$ cat config.mk
export PLATFORM = sky130hd
export DESIGN_NAME = io_tx_buffer
export DESIGN_NICKNAME = d
export VERILOG_FILES = /design/src/rtl/io_tx_buffer.sv
export SDC_FILE = /design/constraint.sdc
export NUM_CORES = 1
export LEC_CHECK = 0
export ABC_AREA = 1
export BUFFER_PORTS_ARGS = -buffer_cell sky130_fd_sc_hd__buf_2
export CORE_MARGIN = 2
export CORE_UTILIZATION = 57
export CTS_CLUSTER_SIZE = 8
export DETAILED_ROUTE_END_ITERATION = 16
export GPL_ROUTABILITY_DRIVEN = 0
export PLACE_DENSITY = 0.91
export SYNTH_ARGS = -nofsm -noshare
export SYNTH_HDL_FRONTEND = slang
export SYNTH_SLANG_ARGS = --single-unit
$ cat constraint.sdc
create_clock -name clockIn -period 4.5 [get_ports clockIn]
set_clock_uncertainty 0.05 [all_clocks]
set_input_delay 0.45 -clock clockIn [delete_from_list [all_inputs] [get_ports clockIn]]
set_output_delay 0.45 -clock clockIn [all_outputs]
set_load 0.1 [all_outputs]
$ cat src/rtl/io_tx_buffer.sv
// Byte FIFO between CPU I/O writes and a UART transmitter, with a stop
// sequence that queues a 0x00 terminator and halts once it has been sent.
module io_tx_buffer #(
  parameter int DEPTH_WIDTH = 3,
  parameter int FULL_MARGIN = 2
) (
  input  logic                   clockIn,
  input  logic                   resetIn,
  input  logic                   readyIn,
  input  logic                   ramSelect,
  input  logic [31:0]            ramAddr,
  input  logic [7:0]             ramOut,
  input  logic                   txReady,
  output logic                   txValid,
  output logic [7:0]             txData,
  output logic                   ioBufferFull,
  output logic [DEPTH_WIDTH:0]   count,
  output logic                   overflow,
  output logic                   programStop,
  output logic [1:0]             o_dbg_state
);

  localparam int DEPTH = 1 << DEPTH_WIDTH;
  localparam logic [DEPTH_WIDTH:0]   CNT_FULL = {1'b1, {DEPTH_WIDTH{1'b0}}};
  localparam logic [DEPTH_WIDTH:0]   CNT_ONE  = {{DEPTH_WIDTH{1'b0}}, 1'b1};
  localparam logic [DEPTH_WIDTH:0]   MARGIN   = FULL_MARGIN[DEPTH_WIDTH:0];
  localparam logic [DEPTH_WIDTH-1:0] PTR_ONE  = {{(DEPTH_WIDTH-1){1'b0}}, 1'b1};

  typedef enum logic [1:0] {S_RUN = 2'd0, S_DRAIN = 2'd1, S_HALTED = 2'd2} state_t;

  state_t                 r_state, w_state_next;
  logic [7:0]             r_mem [DEPTH];
  logic [DEPTH_WIDTH-1:0] r_wr_ptr, r_rd_ptr;
  logic [DEPTH_WIDTH:0]   r_count;
  logic                   r_overflow, r_term_pending;

  logic       w_io_wr, w_data_wr, w_stop_wr, w_pop, w_space;
  logic       w_push, w_term_next, w_ovf_set;
  logic [7:0] w_push_byte;
  logic       w_unused_addr;

  assign w_unused_addr = &{1'b0, ramAddr[31:18], ramAddr[15:3]};

  assign w_io_wr   = readyIn & ramSelect & (ramAddr[17:16] == 2'b11);
  assign w_data_wr = w_io_wr & (ramAddr[2:0] == 3'd0) & (ramOut != 8'h00);
  assign w_stop_wr = w_io_wr & (ramAddr[2:0] == 3'd4);
  assign w_pop     = readyIn & txValid & txReady;
  // A pop in the same cycle frees the slot the push needs.
  assign w_space   = (r_count != CNT_FULL) | w_pop;

  always_comb begin
    w_state_next = r_state;
    w_push       = 1'b0;
    w_push_byte  = ramOut;
    w_term_next  = r_term_pending;
    w_ovf_set    = 1'b0;
    case (r_state)
      S_RUN: begin
        if (w_data_wr) begin
          if (w_space) w_push    = 1'b1;
          else         w_ovf_set = 1'b1;
        end
        if (w_stop_wr) begin
          w_state_next = S_DRAIN;
          w_term_next  = 1'b1;
        end
      end
      S_DRAIN: begin
        if (readyIn && r_term_pending && w_space) begin
          w_push      = 1'b1;
          w_push_byte = 8'h00;
          w_term_next = 1'b0;
        end
        // Terminator is always last, so the final pop after it is queued is it.
        if (w_pop && !r_term_pending && (r_count == CNT_ONE))
          w_state_next = S_HALTED;
      end
      S_HALTED: w_state_next = S_HALTED;
      default:  w_state_next = S_RUN;
    endcase
  end

  always_ff @(posedge clockIn or posedge resetIn) begin
    if (resetIn) begin
      r_state        <= S_RUN;
      r_wr_ptr       <= '0;
      r_rd_ptr       <= '0;
      r_count        <= '0;
      r_overflow     <= 1'b0;
      r_term_pending <= 1'b0;
    end else begin
      r_state        <= w_state_next;
      r_term_pending <= w_term_next;
      if (w_ovf_set) r_overflow <= 1'b1;
      if (w_push)    r_wr_ptr   <= r_wr_ptr + PTR_ONE;
      if (w_pop)     r_rd_ptr   <= r_rd_ptr + PTR_ONE;
      case ({w_push, w_pop})
        2'b10:   r_count <= r_count + CNT_ONE;
        2'b01:   r_count <= r_count - CNT_ONE;
        default: r_count <= r_count;
      endcase
    end
  end

  always_ff @(posedge clockIn) begin
    if (w_push) r_mem[r_wr_ptr] <= w_push_byte;
  end

  assign txValid      = (r_count != '0);
  assign txData       = r_mem[r_rd_ptr];
  assign count        = r_count;
  assign overflow     = r_overflow;
  assign ioBufferFull = ((CNT_FULL - r_count) <= MARGIN);
  assign programStop  = (r_state == S_HALTED);
  assign o_dbg_state  = r_state;

endmodule

==> qor.txt, run 1 <==
drt pass-1 iters: 4
vias in the first global route: 2408
area post-placement: 3820 um^2
worst path cell trace: inv_2 > o21ai_0 > o21ai_0 > nand2_1 > nand2_1 > buf_2
largest area contributor in the netlist: edfxtp_1
Core Footprint: 6030 um^2
Buffers & Inverters on Critical Path: 2
critical path peak fanout: 33
Async S/R FF share, synth: 0.179
Arrival @ worst endpoint: 2.53 ns
Final ANT Viol Nets: 0
initial antenna violation count: 0
CTS tree: done
synth top area cells: edfxtp_1 53%, dfrtp_1 9.7%, nor2_1 7.8%
Netlist cell types: 26
FMAX: 331 MHz
FF+latch count, synth: 78
die width: 83.5 um
startpoint types: register
largest net degree at the start of global routing: 35
# IOs: 63
Slew headroom: 0.312
# resized after CTS: 0
first-pass GRT wire length: 11500 um
syn nets: 408
Synth top cells by count: 75 x nor2_1, 66 x nand2_1, 64 x edfxtp_1, 46 x o21ai_0, 25 x inv_1
post-CTS setup repair buffer count: 0
# clock sinks: 78
Post-Layout Inst Area: 3980 um^2
Area Overhead vs Synth: 10.6%
Max clock buf depth: 2
overall die height: 83.5 um
Ys Warns: 0
reg2reg setup slack: 1.96 ns
wire per inst: 15.1 um
Crit-path slowest cell: dfrtp_1
# port buffers: 35
min Tclk post-route: 3.03 ns
HP Class: input pin to asynchronous set/reset pin
final WL: 7050 um
Via Count: 2575
CP required: 4.00 ns
Final period util: 0.672
All-Layer GR Usage: 0.213
number of DRC markers in iteration 0: 157
clk root buf: clkbuf_8
CP delay by family, top: flip-flops
Layout Nets: 443
Clock Latency Late Sink: 0.33 ns
die area: 6970 um^2
Post-Syn Instances: 353
outcome: finished, final reports clean
Post-synth EDFFs: 64
critical path type: register to primary output
setup violators final: 0
worst-case reg-to-reg path depth: 10
Worst path depth: 6
Initial Util: 0.597
mapped cell area: 3600 um^2
Via density: 5.51
max_cap viols: 0
DP HPWL: 4620 um
placement row count: 28
share of cells above drive strength 1: 0.158
RSZ-0062 raised after global routing: no
Antenna Cells: 0
max incr delay on CP: 0.83 ns
setup TNS: 0 ns
grt ovf: 0
Hold Buf Count CTS: 0
ys flop type: edfxtp_1
actual slew at the worst max-slew pin: 1.03 ns
fin. max-slew vios: 0
Mapped Avg Cell Area: 10.2 um^2
CTS buffer count: 9
endpoint class of the critical path: primary output
clk slew on worst S/H paths: 0.07 ns
H-tree depth: 3
Post-route DRC: 0
cell with the most instances after synthesis: nor2_1
Seq/Total Area, Yosys: 0.631
top-area cell type share of the netlist area: 0.534
Fin. Hold Viols: 0
-- cell usage in the layout (no fill, tap or decap), drive strengths merged, types with 6 or more instances in the layout --
cell type,Yosys,final
clkbuf,4,10
nor2,75,75
ha,10,10
buf,8,36
xor2,6,6
inv,28,29
dfrtp,14,14
edfxtp,64,64
nand2,70,70
o21ai,52,52
nand3,14,14
-- worst register-to-register path: cells and delay by family (launching register included) --
family	cells	cell delay (ns)
buffers and inverters	2	0.14
adder cells (fa/ha/maj)	1	0.25
AND/OR/NAND/NOR	7	1.30
flip-flops	1	0.41
-- stage by stage --
step	hold WS, ns	util	worst slack [ns]	instances
6_report	0.0941	0.661	1.47	467
3_3_place_gp	0.414	0.633	1.98	452
4_1_cts	0.114	0.661	1.52	467
2_1_floorplan	0.289	-	0.800	353
3_5_place_dp	0.411	0.633	1.92	452
5_1_grt	0.154	0.661	1.28	467
-- metal layers --
| layer | up-vias | global-route usage | wire length, um |
|---|---|---|---|
| li1 | 1235 | - | - |
| met5 | - | 0 | 0 |
| met2 | 109 | 0.351 | 3450 |
| met3 | 14 | 0.0346 | 438 |
| met1 | 1217 | 0.282 | 3010 |
| met4 | 0 | 0.0938 | 146 |
-- state kept, by name (all words and copies together), names as in the netlist --
| name | count |
|---|---|
| count | 4 |
| r_wr_ptr | 3 |
| overflow | 1 |
| o_dbg_state | 2 |
| r_mem | 64 |
| r_term_pending | 1 |
| r_rd_ptr | 3 |
-- cells by family after synthesis --
| group | after synthesis | synth area share |
|---|---|---|
| flip-flops | 78 | 0.631 |
| AO/OA/AOI/OAI | 55 | 0.0817 |
| adder cells (fa/ha/maj) | 10 | 0.0348 |
| AND/OR/NAND/NOR | 161 | 0.186 |
| XOR/XNOR | 8 | 0.0195 |
| buffers and inverters | 41 | 0.0469 |
-- worst paths after layout --
kind / startpoint / end
setup / recovery: r_rd_ptr[0] / txData[4]
setup reg to reg: o_dbg_state[0] / r_mem[0][7]
max in group asynchronous: resetIn / r_term_pending
min in group clockIn: overflow / overflow
hold / removal: resetIn / count[0]
hold reg to reg: overflow / overflow
-- area by class of cell --
type | instances | area (um^2)
sequential | 78 | 2270
fill | 455 | 2050
multi-input combinational | 234 | 1160
timing repair buffer | 36 | 183
clock buffer | 10 | 128
inverter | 29 | 109
tap | 75 | 93.8
clock inverter | 5 | 36.3
Power of run 1 is left out: the tool's default activity adds up to more than one toggle a clock period on the data nets, which glitch-free logic cannot reach.
==> inputs of run 2 (changes only) <==
--- a/config.mk
+++ b/config.mk
@@ -8,11 +8,11 @@
 export ABC_AREA = 1
 export BUFFER_PORTS_ARGS = -buffer_cell sky130_fd_sc_hd__buf_2
 export CORE_MARGIN = 2
-export CORE_UTILIZATION = 57
+export CORE_UTILIZATION = 50
 export CTS_CLUSTER_SIZE = 8
 export DETAILED_ROUTE_END_ITERATION = 16
 export GPL_ROUTABILITY_DRIVEN = 0
-export PLACE_DENSITY = 0.91
+export PLACE_DENSITY = 0.85
 export SYNTH_ARGS = -nofsm -noshare
 export SYNTH_HDL_FRONTEND = slang
 export SYNTH_SLANG_ARGS = --single-unit
==> constraint.sdc (replaced) <==
create_clock -name clockIn -period 2.7 [get_ports clockIn]
set_clock_uncertainty 0.05 [all_clocks]
set_input_delay 0.27 -clock clockIn [delete_from_list [all_inputs] [get_ports clockIn]]
set_output_delay 0.27 -clock clockIn [all_outputs]
set_load 0.1 [all_outputs]
==> run 2 against run 1 <==
Against the previous run:
- setup slack got worse by 1.2 ns
- utilization fell by 5.2 points
- critical endpoint is now txData[1]
- non-clock buffer count rose by 14
- via count fell by 1.6%
- cell count rose by 7.7%
- cell area rose by 5.0%
==> qor.txt, run 2 (synthesis gave the netlist of run 1 again) <==
CTS tree: done
GR Util met3: 0.0299 (-0.00477)
Area Overhead vs Synth: 16.1%
# clock sinks: 78 (unchanged)
max reg flops: 64 (unchanged)
commonest non-fill, non-tap cell in the layout: nor2_1
first-pass GRT wire length: 11100 um (-3.4%)
Slew headroom: 0.624 (+0.312)
Initial Util: 0.524 (-0.0733)
# port buffers: 35 (unchanged)
Layout Nets: 457 (+3.2%)
grt ovf: 0 (unchanged)
FMAX: 412 MHz
setup violators final: 0 (unchanged)
Max clock buf depth: 2 (unchanged)
Post-route DRC: 0 (unchanged)
Core Footprint: 6870 um^2 (+14%)
Arrival @ worst endpoint: 2.11 ns (-0.42 ns)
drt pass-1 iters: 4 (unchanged)
clk slew on worst S/H paths: 0.08 ns (about the same)
wire per inst: 13.5 um (-10%)
GR met1 Demand/Resource: 0.249 (-0.0336)
Via density: 5.04 (-8.6%)
Final ANT Viol Nets: 0 (unchanged)
placement row count: 30 (+7.1%)
met2 Use GR: 0.303 (-0.0486)
CTS buffer count: 9 (unchanged)
vias in the first global route: 2419 (+0.46%)
overall die height: 88.9 um (+6.4%)
actual slew at the worst max-slew pin: 0.562 ns (-0.469 ns)
# IOs: 63 (unchanged)
initial antenna violation count: 0 (unchanged)
endpoint class of the critical path: primary output
fin. max-slew vios: 0 (unchanged)
clk root buf: clkbuf_8
GR peak layer: met2
H-tree depth: 3 (unchanged)
HP Class: input pin to register
most frequent cells in the layout: 75 x nor2_1, 66 x nand2_1, 64 x edfxtp_1, 46 x o21ai_0, 35 x buf_2
largest net degree at the start of global routing: 34 (-2.9%)
Clock Latency Late Sink: 0.35 ns (+0.02 ns)
final WL: 6810 um (-3.4%)
outcome: finished, final reports clean
min Tclk post-route: 2.43 ns
number of DRC markers in iteration 0: 195 (+24%)
Biggest register: r_mem
setup TNS: 0 ns (unchanged)
critical path type: register to primary output
die width: 88.9 um (+6.4%)
Via Count: 2535 (-1.6%)
startpoint types: register
max_cap viols: 0 (unchanged)
RSZ-0062 raised after global routing: no
CP required: 2.38 ns (-1.62 ns)
share of cells above drive strength 1: 0.199 (+0.0409)
critical path peak fanout: 20 (-39%)
Fin. Hold Viols: 0 (unchanged)
All-Layer GR Usage: 0.190 (-0.0236)
die area: 7890 um^2 (+13%)
Final period util: 0.900
Antenna Cells: 0 (unchanged)
DP HPWL: 4630 um (+0.25%)
## run 2: path summary, 6_finish.rpt
kind	start	endpoint	slack, ns	cells after the start
worst max-delay path	r_rd_ptr[0]	txData[1]	0.27	8
worst min-delay path	ramAddr[0]	overflow	0.26	6
worst max register to register	o_dbg_state[0]	r_mem[1][1]	0.45	11
worst min register to register	overflow	overflow	0.43	1
max in group asynchronous	resetIn	count[0]	1.74	3
min in group asynchronous	resetIn	count[1]	0.46	3
## run 2: per-layer routing
layer  wire (um)  up-vias
met5           0        -
met2        3480       84
met1        2780     1172
met3         446        7
li1            -     1272
met4          99        0
## run 2: worst max-delay path, cell delays in order (launching register included)
cell	delay (ns)
dfrtp_2	0.55
buf_4	0.29
nor2_1	0.07
nor2_1	0.08
o21ai_0	0.08
o21ai_0	0.09
nand2_1	0.09
nand2_1	0.08
buf_2	0.42
## run 2: final cells by class
class	count	area, um^2
Clock inverter	7	81.3
Multi-Input combinational cell	234	1180
Inverter	29	111
Fill cell	511	2690
Tap cell	96	120
Clock buffer	9	124
Sequential cell	78	2270
Timing Repair Buffer	50	290
## run 2: what timing repair did
| item | 4_1_cts | 5_1_grt |
|---|---|---|
| setup buffers | 0 | 0 |
| setup endpoints to repair | 0 | 7 |
| hold endpoints to repair | 14 | 0 |
| hold buffers | 1 | 0 |
| gates resized for setup | 0 | 3 |
## run 2: through the flow
| step | area [um^2] | std cells | hold slack, ns | util | setup slack [ns] |
|---|---|---|---|---|---|
| floorplan | 3620 | 353 | 0.109 | - | 0.00595 |
| global placement | 3960 | 486 | 0.295 | 0.577 | 0.469 |
| detailed placement | 3960 | 486 | 0.300 | 0.577 | 0.428 |
| CTS | 4180 | 503 | 0.254 | 0.608 | 0.0300 |
| global route | 4180 | 503 | 0.303 | 0.608 | 0.107 |
| finish | 4180 | 503 | 0.260 | 0.608 | 0.271 |
Power of run 2 is left out for the same reason.
==> inputs of run 3 (changes only) <==
--- a/config.mk
+++ b/config.mk
@@ -13,6 +13,8 @@
 export DETAILED_ROUTE_END_ITERATION = 16
 export GPL_ROUTABILITY_DRIVEN = 0
 export PLACE_DENSITY = 0.85
+export RECOVER_POWER = 25
+export SLEW_MARGIN = 20
 export SYNTH_ARGS = -nofsm -noshare
 export SYNTH_HDL_FRONTEND = slang
 export SYNTH_SLANG_ARGS = --single-unit
==> run 3 against run 2 <==
Against the previous run:
- fmax is 0.72% lower
- cell count unchanged
- highest routed layer unchanged
- hold slack worse by 0.022 ns
- wire length up 0.66%
- critical path depth is 2 lower
- first-iteration DRC count increased by 5.6%
- clock-buffer cell count unchanged
- utilization shrank 0.44 points
- via count up 0.91%
- register-to-register slack got worse by 0.15 ns
- die area is the same
==> qor.txt, run 3 (synthesis gave the netlist of run 1 again) <==
outcome: finished, final reports clean
CTS buffer count: 9 (unchanged)
largest net degree at the start of global routing: 34 (unchanged)
die area: 7890 um^2 (unchanged)
Hold Path Depth: 6 (unchanged)
Clock Latency Late Sink: 0.35 ns (about the same)
Post-route DRC: 0 (unchanged)
number of DRC markers in iteration 0: 206 (+5.6%)
Initial Util: 0.524 (unchanged)
die width: 88.9 um (unchanged)
share of cells above drive strength 1: 0.162 (-0.0369)
FMAX: 409 MHz (-0.72%)
wire per inst: 13.6 um (+0.66%)
actual slew at the worst max-slew pin: 1.17 ns (+0.606 ns)
placement row count: 30 (unchanged)
Fin. Hold Viols: 0 (unchanged)
reg-to-reg startpoint: o_dbg_state[0]
post-CTS setup repair buffer count: 0 (unchanged)
Antenna Cells: 0 (unchanged)
setup violators final: 0 (unchanged)
HP Class: input pin to register
H-tree depth: 3 (unchanged)
first-pass GRT wire length: 11100 um (unchanged)
Core Footprint: 6870 um^2 (unchanged)
min Tclk post-route: 2.45 ns (+0.0177 ns)
startpoint types: register
endpoint class of the critical path: primary output
RSZ-0062 raised after global routing: no
clk root buf: clkbuf_8
vias in the first global route: 2419 (unchanged)
Area Overhead vs Synth: 15.3%
Worst Setup SP: count[0]
# clock sinks: 78 (unchanged)
drt pass-1 iters: 4 (unchanged)
overall die height: 88.9 um (unchanged)
final WL: 6850 um (+0.66%)
Final period util: 0.906 (+0.00656)
most frequent cells in the layout: 75 x nor2_1, 69 x nand2_1, 64 x edfxtp_1, 47 x o21ai_0, 27 x buf_2
setup TNS: 0 ns (unchanged)
clk slew on worst S/H paths: 0.08 ns (about the same)
CP required: 2.38 ns (about the same)
Final ANT Viol Nets: 0 (unchanged)
critical path peak fanout: 6 (-70%)
Biggest register: r_mem
CTS tree: done
worst-case reg-to-reg path depth: 11 (unchanged)
HP Start: ramAddr[0]
initial antenna violation count: 0 (unchanged)
fillcell total: 525 (+2.7%)
# port buffers: 35 (unchanged)
Max clock buf depth: 2 (unchanged)
commonest non-fill, non-tap cell in the layout: nor2_1
Arrival @ worst endpoint: 2.13 ns (+0.02 ns)
Layout Nets: 457 (unchanged)
Slew headroom: 0.225 (-0.399)
critical path type: register to primary output
max reg flops: 64 (unchanged)
DP HPWL: 4630 um (unchanged)
max_cap viols: 0 (unchanged)
All-Layer GR Usage: 0.190 (unchanged)
Via density: 5.09 (+0.91%)
grt ovf: 0 (unchanged)
Via Count: 2558 (+0.91%)
# IOs: 63 (unchanged)
fin. max-slew vios: 0 (unchanged)
[run 3: cell types whose count changed in the layout (fill, tap and decap cells not counted), sizes merged]
cell    delta
clkbuf     +8
buf        -8
[run 3: through the flow]
| stage | worst slack, ns | area (um^2) | util | std cells | hold WS (ns) |
|---|---|---|---|---|---|
| finish | 0.253 | 4150 | 0.604 | 503 | 0.238 |
| global route | 0.0552 | 4150 | 0.604 | 503 | 0.296 |
| global placement | 0.469 | 3960 | 0.577 | 486 | 0.295 |
| detailed placement | 0.428 | 3960 | 0.577 | 486 | 0.300 |
| floorplan | 0.00595 | 3620 | - | 353 | 0.109 |
| CTS | 0.0300 | 4180 | 0.608 | 503 | 0.254 |
[run 3: layer usage]
metal / wire, um / GRT usage / share of wire / vias to the layer above
li1: - / - / - / 1273
met1: 2800 / 0.249 / 0.41 / 1187
met2: 3480 / 0.303 / 0.51 / 86
met3: 455 / 0.0299 / 0.066 / 12
met4: 121 / 0.106 / 0.018 / 0
met5: 0 / 0 / 0 / -
[run 3: worst paths after layout]
path / to / slack, ns
worst min register to register: overflow / 0.43
max in group asynchronous: r_rd_ptr[0] / 1.75
min in group asynchronous: count[0] / 0.46
worst min-delay path: overflow / 0.24
worst max register to register: r_mem[1][1] / 0.30
worst max-delay path: ioBufferFull / 0.25
[run 3: repair_timing]
| item | CTS | global route |
|---|---|---|
| hold endpoints to repair | 14 | 0 |
| gates resized for setup | 0 | 3 |
| hold buffers | 1 | 0 |
| setup endpoints to repair | 0 | 7 |
[run 3: final cells by class]
type | count | area (um^2) | share of cell area
Tap cell | 96 | 120 | 0.0290
Clock buffer | 9 | 124 | 0.0299
Timing Repair Buffer | 50 | 280 | 0.0676
Multi-Input combinational cell | 234 | 1160 | 0.279
Inverter | 29 | 111 | 0.0268
Sequential cell | 78 | 2270 | 0.548
Clock inverter | 7 | 81.3 | 0.0196
[run 3: critical path: stages (launching register included)]
cell	delay [ns]
dfrtp_1	0.45
inv_1	0.14
ha_1	0.32
xor2_1	0.21
nand2_1	0.11
a21oi_4	0.11
buf_2	0.43
Power of run 3 is left out for the same reason.
